File: config.mk
export PLATFORM = sky130hd
export DESIGN_NAME = wb_arbiter2
export DESIGN_NICKNAME = d
export VERILOG_FILES = /design/src/rtl/wb_pkg.sv /design/src/rtl/wb_watchdog.sv /design/src/rtl/wb_arbiter2.sv
export SDC_FILE = /design/constraint.sdc
export NUM_CORES = 1
export LEC_CHECK = 0
export BUFFER_PORTS_ARGS = -buffer_cell sky130_fd_sc_hd__buf_2
export CAP_MARGIN = 20
export CORE_AREA = 2 2 124 126
export CTS_CLUSTER_SIZE = 12
export DETAILED_ROUTE_END_ITERATION = 12
export DIE_AREA = 0 0 126 128
export PLACE_DENSITY = 0.44
export REMOVE_ABC_BUFFERS = 1
export SYNTH_ARGS = -nofsm -noshare
export SYNTH_HDL_FRONTEND = slang
export SYNTH_HIERARCHICAL = 1
export SYNTH_SLANG_ARGS = --single-unit
File: constraint.sdc
create_clock -name sys_clk -period 3.8 [get_ports sys_clk]
set_input_delay 0.19 -clock sys_clk [delete_from_list [all_inputs] [get_ports sys_clk]]
set_output_delay 0.19 -clock sys_clk [all_outputs]
set_load 0.05 [all_outputs]
File: src/rtl/wb_pkg.sv
`default_nettype none
// +--------------------------------------------------------------------------+
// | wb_pkg                                                                   |
// | Shared Wishbone interconnect types: arbiter state encoding, helpers.     |
// | Revision: 1.0                                                            |
// +--------------------------------------------------------------------------+
package wb_pkg;

    typedef enum logic [1:0] {
        ST_IDLE  = 2'd0,
        ST_GRANT = 2'd1,
        ST_TMO   = 2'd2
    } wb_state_e;

    // A zero timeout still needs a legal (unused) counter width.
    function automatic int wd_width(input int timeout);
        return (timeout < 1) ? 1 : $clog2(timeout + 1);
    endfunction

endpackage
`default_nettype wire

File: src/rtl/wb_watchdog.sv
`default_nettype none
// +--------------------------------------------------------------------------+
// | wb_watchdog                                                              |
// | Counts consecutive stalled strobe cycles and pulses o_expire on the      |
// | TIMEOUT-th one. TIMEOUT = 0 disables the watchdog.                       |
// | Revision: 1.0                                                            |
// +--------------------------------------------------------------------------+
module wb_watchdog
    import wb_pkg::*;
#(
    parameter int TIMEOUT = 255
) (
    input  logic sys_clk,
    input  logic sys_rst,
    input  logic i_stall,
    output logic o_expire
);

    generate
        if (TIMEOUT > 0) begin : g_wd_on
            localparam int                 c_WDW  = wd_width(TIMEOUT);
            localparam logic [c_WDW-1:0]   c_LAST = c_WDW'(TIMEOUT - 1);

            logic [c_WDW-1:0] r_wd;
            logic             w_hit;

            assign w_hit    = i_stall && (r_wd == c_LAST);
            assign o_expire = w_hit;

            always_ff @(posedge sys_clk or posedge sys_rst) begin
                if (sys_rst) begin
                    r_wd <= '0;
                end else if (!i_stall || w_hit) begin
                    r_wd <= '0;
                end else begin
                    r_wd <= r_wd + 1'b1;
                end
            end
        end else begin : g_wd_off
            logic w_unused;
            assign w_unused = i_stall ^ sys_clk ^ sys_rst;
            assign o_expire = 1'b0;
        end
    endgenerate

endmodule
`default_nettype wire

File: src/rtl/wb_arbiter2.sv
`default_nettype none
// +--------------------------------------------------------------------------+
// | wb_arbiter2                                                              |
// | Two-master / one-slave Wishbone arbiter, round-robin, grant held for the |
// | whole cyc burst, watchdog errors stalled accesses.                       |
// | Revision: 1.0                                                            |
// +--------------------------------------------------------------------------+
module wb_arbiter2
    import wb_pkg::*;
#(
    parameter int ADDR_WIDTH = 32,
    parameter int DATA_WIDTH = 32,
    parameter int TIMEOUT    = 255
) (
    input  logic                    sys_clk,
    input  logic                    sys_rst,

    input  logic                    m0_cyc,
    input  logic                    m0_stb,
    input  logic                    m0_we,
    input  logic [ADDR_WIDTH-1:0]   m0_adr,
    input  logic [DATA_WIDTH-1:0]   m0_mosi,
    input  logic [DATA_WIDTH/8-1:0] m0_sel,
    output logic [DATA_WIDTH-1:0]   m0_miso,
    output logic                    m0_ack,
    output logic                    m0_err,

    input  logic                    m1_cyc,
    input  logic                    m1_stb,
    input  logic                    m1_we,
    input  logic [ADDR_WIDTH-1:0]   m1_adr,
    input  logic [DATA_WIDTH-1:0]   m1_mosi,
    input  logic [DATA_WIDTH/8-1:0] m1_sel,
    output logic [DATA_WIDTH-1:0]   m1_miso,
    output logic                    m1_ack,
    output logic                    m1_err,

    output logic                    s_cyc,
    output logic                    s_stb,
    output logic                    s_we,
    output logic [ADDR_WIDTH-1:0]   s_adr,
    output logic [DATA_WIDTH-1:0]   s_mosi,
    output logic [DATA_WIDTH/8-1:0] s_sel,
    input  logic [DATA_WIDTH-1:0]   s_miso,
    input  logic                    s_ack,
    input  logic                    s_err
);

    wb_state_e r_state, w_state_nxt;
    logic      r_owner, w_owner_nxt;
    logic      r_last,  w_last_nxt;

    logic      w_own_cyc;
    logic      w_stall;
    logic      w_expire;
    logic      w_rsp_ack;
    logic      w_rsp_err;

    assign w_own_cyc = r_owner ? m1_cyc : m0_cyc;
    assign w_stall   = (r_state == ST_GRANT) && s_cyc && s_stb && !s_ack && !s_err;

    wb_watchdog #(
        .TIMEOUT (TIMEOUT)
    ) u_watchdog (
        .sys_clk  (sys_clk),
        .sys_rst  (sys_rst),
        .i_stall  (w_stall),
        .o_expire (w_expire)
    );

    // last resets to 1 so that m0 wins the first tie.
    always_ff @(posedge sys_clk or posedge sys_rst) begin
        if (sys_rst) begin
            r_state <= ST_IDLE;
            r_owner <= 1'b0;
            r_last  <= 1'b1;
        end else begin
            r_state <= w_state_nxt;
            r_owner <= w_owner_nxt;
            r_last  <= w_last_nxt;
        end
    end

    always_comb begin
        w_state_nxt = r_state;
        w_owner_nxt = r_owner;
        w_last_nxt  = r_last;
        case (r_state)
            ST_IDLE: begin
                if (m0_cyc && m1_cyc) begin
                    w_owner_nxt = ~r_last;
                    w_state_nxt = ST_GRANT;
                end else if (m0_cyc) begin
                    w_owner_nxt = 1'b0;
                    w_state_nxt = ST_GRANT;
                end else if (m1_cyc) begin
                    w_owner_nxt = 1'b1;
                    w_state_nxt = ST_GRANT;
                end
            end
            ST_GRANT: begin
                if (!w_own_cyc) begin
                    w_last_nxt  = r_owner;
                    w_state_nxt = ST_IDLE;
                end else if (w_expire) begin
                    w_state_nxt = ST_TMO;
                end
            end
            ST_TMO: begin
                if (w_own_cyc) begin
                    w_state_nxt = ST_GRANT;
                end else begin
                    w_last_nxt  = r_owner;
                    w_state_nxt = ST_IDLE;
                end
            end
            default: w_state_nxt = ST_IDLE;
        endcase
    end

    // Slave request follows the owner combinationally; TMO masks stb and
    // substitutes an arbiter-generated error for the slave response.
    assign w_rsp_ack = (r_state == ST_GRANT) && s_ack;
    assign w_rsp_err = (r_state == ST_GRANT) ? s_err : 1'b1;

    always_comb begin
        s_cyc   = 1'b0;
        s_stb   = 1'b0;
        s_we    = 1'b0;
        s_adr   = '0;
        s_mosi  = '0;
        s_sel   = '0;
        m0_ack  = 1'b0;
        m0_err  = 1'b0;
        m0_miso = '0;
        m1_ack  = 1'b0;
        m1_err  = 1'b0;
        m1_miso = '0;
        if (r_state != ST_IDLE) begin
            s_cyc  = w_own_cyc;
            s_stb  = (r_state == ST_GRANT) && (r_owner ? m1_stb : m0_stb);
            s_we   = r_owner ? m1_we   : m0_we;
            s_adr  = r_owner ? m1_adr  : m0_adr;
            s_mosi = r_owner ? m1_mosi : m0_mosi;
            s_sel  = r_owner ? m1_sel  : m0_sel;
            if (r_owner) begin
                m1_ack  = w_rsp_ack;
                m1_err  = w_rsp_err;
                m1_miso = s_miso;
            end else begin
                m0_ack  = w_rsp_ack;
                m0_err  = w_rsp_err;
                m0_miso = s_miso;
            end
        end
    end

endmodule
`default_nettype wire
### Yosys cells after proc, flatten, opt, wreduce, memory -nomap -nowiden

Index checks and enable logic that the tools add are counted.

* register bits: 12
* output and inout port bits: 139
* logic and storage cells: 67

* add/subtract/negate cells: 1
* eq/ne operators: 5
* multiplexer cells: 36
* bitwise gates (word level): 2
* reductions and logical operators: 19

Operators by type and width (count)
* $mux 32: 8
* $mux 1: 19
* $mux 2: 5
* $add 8x1->8 const B: 1
* $eq 8x8->1 const B: 1
* $logic_and 1x1->1: 8
* $mux 4: 2
* $mux 8: 1
* $pmux 2 s3: 1
* $reduce_and 2->1: 3
* $ne 4x4->1 const B: 1
* $logic_not 1->1: 3
* $ne 3x2->1 const B: 1
* $reduce_bool 3->1: 1
* $eq 2x1->1 const B: 1
* $eq 2x2->1 const B: 1
* $logic_not 2->1: 1
* $not 1->1: 2
* $reduce_bool 2->1: 1
* $reduce_or 2->1: 1
* $logic_or 1x1->1: 1

### Longest topological paths before layout

* depth after elaboration: 10
* gate-level depth with buffers: 9

### By module

The synthesis kept the hierarchy.

By module, submodules not included
* wb_arbiter2: instances 1, cells each 267, area each 1869.3 sq um
* wb_watchdog: instances 1, cells each 38, area each 402.9 sq um

### Worst setup path before layout

OpenSTA, ideal clock, no wires.

* path type: register to register
* start: register r_state[0]
* end: register r_state[0]
* library setup time: 125 ps
* arrival: 2621 ps
* setup slack: 1054 ps
* stages on the path, launching flop included: 10
* buffers on the path: 1
* period minus slack after synthesis: 2746 ps
* cells stage by stage: dfrtp_1 inv_1 ha_1 buf_2 nor2_1 and4b_1 and3_1 nand2b_1 a2bb2oi_2 mux2_2

* longest elaborated chain between the ends: 9

Ends and longest elaborated chain
* start: declaration: RTL line wb_arbiter2.sv:49 `wb_state_e r_state, w_state_nxt;`
* start signal: assignment: RTL line wb_arbiter2.sv:78 `r_state <= w_state_nxt;`
* $reduce_bool 2->1: RTL line wb_arbiter2.sv:139 `if (r_state != ST_IDLE) begin`
* $mux 1: RTL line wb_arbiter2.sv:139
* net s_cyc: RTL line wb_arbiter2.sv:38 `output logic s_cyc,`
* $logic_and 1x1->1 (4 in a row): RTL line wb_arbiter2.sv:60 `assign w_stall = (r_state == ST_GRANT) && s_cyc && s_stb && !s_ack && !s_err;`
* net w_stall: RTL line wb_arbiter2.sv:54 `logic w_stall;`
* $logic_and 1x1->1: RTL line wb_watchdog.sv:27 `assign w_hit = i_stall && (r_wd == c_LAST);`
* net w_expire: RTL line wb_arbiter2.sv:55 `logic w_expire;`
* $ne 3x2->1 (no line)
* $reduce_and 2->1 (no line)

The timed path passes the listed nets, and every way through them passes these cells.
A chain may end at the register's enable or synchronous reset.

### Final worst setup path

* start: register r_owner
* end: output s_adr[16]

* longest elaborated chain between the ends: 2

Ends and longest elaborated chain
* start: declaration: RTL line wb_arbiter2.sv:50 `logic r_owner, w_owner_nxt;`
* start signal: assignment: RTL line wb_arbiter2.sv:79 `r_owner <= w_owner_nxt;`
* $mux 32: RTL line wb_arbiter2.sv:143 `s_adr = r_owner ? m1_adr : m0_adr;`
* $mux 32: RTL line wb_arbiter2.sv:139
* end: declaration: RTL line wb_arbiter2.sv:41 `output logic [ADDR_WIDTH-1:0] s_adr,`

No other way between the ends.

==> Implementation_results.wiki <==
{| class="wikitable"
! Metric !! Value
|-
| Part of the Yosys area used for sequential elements || 0.1327
|-
| Crit path time final || around 2.5 ns
|-
| HPWL after detailed placement || 8920 um
|-
| CORE AREA || about 15,000 um2
|-
| Tightest Pin Transition || 1.010 ns
|-
| Port-buffer cells || 316
|-
| H-tree depth reported by CTS || 1
|-
| Worst setup EP type || output port
|-
| Count of endpoints failing setup in the final report || 0
|-
| Number of antenna violations at the first check in global routing || 1
|-
| CTS clock-pin slew for the worst setup and hold paths || 0.04 ns
|-
| Most common cell after layout, fill and taps aside || buf_2
|-
| Critical path arrival || 2.33 ns
|-
| Drt wl/cell || 13.19 um
|-
| Largest net degree at the start of global routing || 74
|-
| Critical path data required time || approximately 3.6 ns
|-
| I/O pin count || 317
|-
| Classification of the worst setup path || flip-flop to output port
|-
| Horizontal extent of the die || ~130 um
|-
| Mean instance size in the synthesized netlist || between 7 and 8 um2
|-
| Achievable clock frequency || a little under 400 MHz
|-
| Delay contributed by the slowest stage of the critical path || 0.80 ns
|-
| Fraction of layout cells with a size suffix above 1 || 0.5512
|-
| Unrepaired setup endpoints after global routing || no
|-
| First drt pass iteration count || 5
|-
| Final Wtd Congestion || 0.9013
|-
| Final count of hold timing violations || 0
|-
| Clock tree from TritonCTS || yes
|-
| Initial core utilization || 0.1529
|-
| Max clock buf depth || 2
|-
| Starting DRT DRC Count || 126
|-
| Family of cells with the greatest summed delay on the critical path || buffers and inverters
|-
| Root Buffer Master || clkbuf_16
|-
| DRT antenna net count || 0
|-
| Die boundary height || 128 um
|-
| Worst hold path class || input port to flip-flop
|-
| Standard cell with the maximum stage delay on the critical path || buf_4
|-
| Via density per instance || 3.992
|-
| Final slew viol count || 0
|-
| Final setup slack of the worst path || 1.277 ns
|-
| Floorplan row count || 45
|-
| Relative slew slack || 0.3264
|-
| Later-pin clock latency in the skew report || 0.24 ns
|-
| Mapped Area || 2272 um2
|-
| Worst Reg-to-Reg Cells || 7
|-
| Total DRC errors in the routed layout || 0
|-
| Total wire length after detailed routing || 10,490 um
|-
| Minimum setup slack after placement || between 1.5 and 2 ns
|-
| Kind of launch point of the worst setup path || flip-flop
|-
| Post-CTS Setup Bufs || 0
|-
| Area of the die || 16,130 um2
|-
| Area Growth Syn to Fin || 80.34%
|-
| Reg-to-reg critical path startpoint || r_owner
|-
| Vias in the first global route || 3,009
|-
| Synthesized flop and latch total || 12
|-
| Outcome || complete, no violations
|-
| Capture instance of the worst register-to-register path || r_state[0]
|-
| Max FO, Critical Path || 61
|-
| Cell count after synthesis || 305
|-
| Sinks on the clock net || 12
|-
| Final global-route overflow total || 0
|-
| Via count || 3,174
|-
| Number of nets in the layout || 793
|-
| # fillers || 1,654
|-
| Skew final || slightly below 0.001 ns
|-
| CTS buffer count || 3
|-
| Global-route wire length before repair || 15,610 um
|-
| Worst Hold Endpoint || r_owner
|-
| Minimum hold slack || 0.3000 ns
|-
| Flop-to-flop setup slack || 1.56 ns
|-
| Part of the cycle the worst path needs || 0.6638
|-
| Startpoint of the lowest-slack hold path || m1_cyc
|-
| Synth unique cells || 38
|-
| Total GRT Usage || 0.1178
|-
| Max-cap violations || 0
|-
| Ys Warns || 6
|-
| Highest-count cells in the layout ignoring fill and taps || 316 x buf_2, 78 x nor2_1, 70 x mux2i_1, 63 x and2_1, 10 x dfrtp_1
|-
| Worst path buffer plus inverter count || 2
|-
| Cell depth of the worst hold path || 2
|-
| Cell-by-cell trace of the critical path || buf_4 > mux2i_1 > nor2_1 > buf_2
|}
==> final cells by class <==
| class | instances | area, um2 | share of cell area |
|---|---|---|---|
| tap | 188 | 235.2 | 0.05740 |
| antenna | 1 | 2.502 | 0.0006107 |
| timing repair buffer | 320 | 1614 | 0.3939 |
| inverter | 8 | 30.03 | 0.007328 |
| multi-input combinational | 262 | 1822 | 0.4446 |
| sequential | 12 | 305.3 | 0.07450 |
| clock buffer | 4 | 88.84 | 0.02168 |
==> cells in the mapped netlist <==
library cell	number	share of area
a21bo_2	1	0.0044
a21boi_0	1	0.0033
a21oi_1	3	0.0066
a21oi_2	1	0.0039
a2bb2oi_2	1	0.0066
a32o_1	1	0.0044
and2_1	63	0.17
and2b_1	1	0.0033
and3_1	5	0.014
and3b_1	2	0.0077
and4_2	1	0.0044
and4b_1	1	0.0044
buf_2	1	0.0022
buf_4	9	0.030
clkbuf_1	13	0.021
dfrtp_1	11	0.12
dfstp_2	1	0.012
ha_1	8	0.044
inv_1	8	0.013
mux2_2	2	0.0099
mux2i_1	70	0.31
mux2i_4	1	0.0099
nand2_1	3	0.0050
nand2b_1	3	0.0083
nand3_1	1	0.0022
nand3_2	1	0.0044
nand4_1	1	0.0028
nor2_1	78	0.13
nor2b_1	2	0.0055
nor3_1	1	0.0022
o211ai_1	1	0.0033
o21ai_0	2	0.0044
o22ai_1	1	0.0028
o311a_1	1	0.0044
or3_1	1	0.0028
or3b_1	1	0.0039
xnor2_1	1	0.0039
xor2_1	2	0.0077
==> sequential cells by signal, indices dropped and copies added, names as in the netlist <==
signal,flops
u_watchdog/g_wd_on.r_wd,8
r_state,2
r_last,1
r_owner,1
==> cells by family after synthesis <==
| kind of cell | share of synthesized area |
|---|---|
| AOI/OAI and AO/OA | 0.04405 |
| muxes | 0.3282 |
| DFF | 0.1327 |
| xor gates and xnor gates | 0.01157 |
| adders and majority gates | 0.04405 |
| and+or+nand+nor | 0.3728 |
| buffers and inverters | 0.06663 |
==> per-stage QoR <==
step	std cells	utilization	setup TNS, ns	area, um2
6_report	795	0.2757	0	4098
3_3_place_gp	789	0.2689	0	3996
2_1_floorplan	282	-	-14.80	2151
3_5_place_dp	789	0.2689	0	3996
4_1_cts	794	0.2755	0	4095
5_1_grt	795	0.2757	0	4098
==> routing by layer <==
layer / vias up / global-route usage / part of all wire / wire length (um)
li1: 1611 / - / - / -
met1: 1418 / 0.1485 / 0.42 / 4390
met2: 137 / 0.2113 / 0.50 / 5237
met3: 8 / 0.02045 / 0.072 / 759
met4: 0 / 0.02327 / 0.0097 / 102
met5: - / 0 / 0 / 0
==> worst max path at each step <==
| stage | start | end | slack, ns | cells past startpoint |
|---|---|---|---|---|
| after global routing | r_owner | s_sel[3] | 1.11 | 4 |
| final | r_owner | s_adr[16] | 1.28 | 4 |
| after detailed placement | r_state[0] | m1_err | 1.52 | 5 |
| after global placement | r_state[0] | m1_err | 1.58 | 5 |
| after CTS | r_state[0] | m1_err | 1.26 | 5 |
| after floorplan | r_owner | r_state[0] | -0.83 | 7 |
==> what timing repair did <==
item,CTS,global route
resized for setup,0,0
endpoints found under the hold margin,11,0
hold buffers,1,0
Power is left out: the tool's default activity adds up to more than one toggle a clock period on the data nets, which glitch-free logic cannot reach.
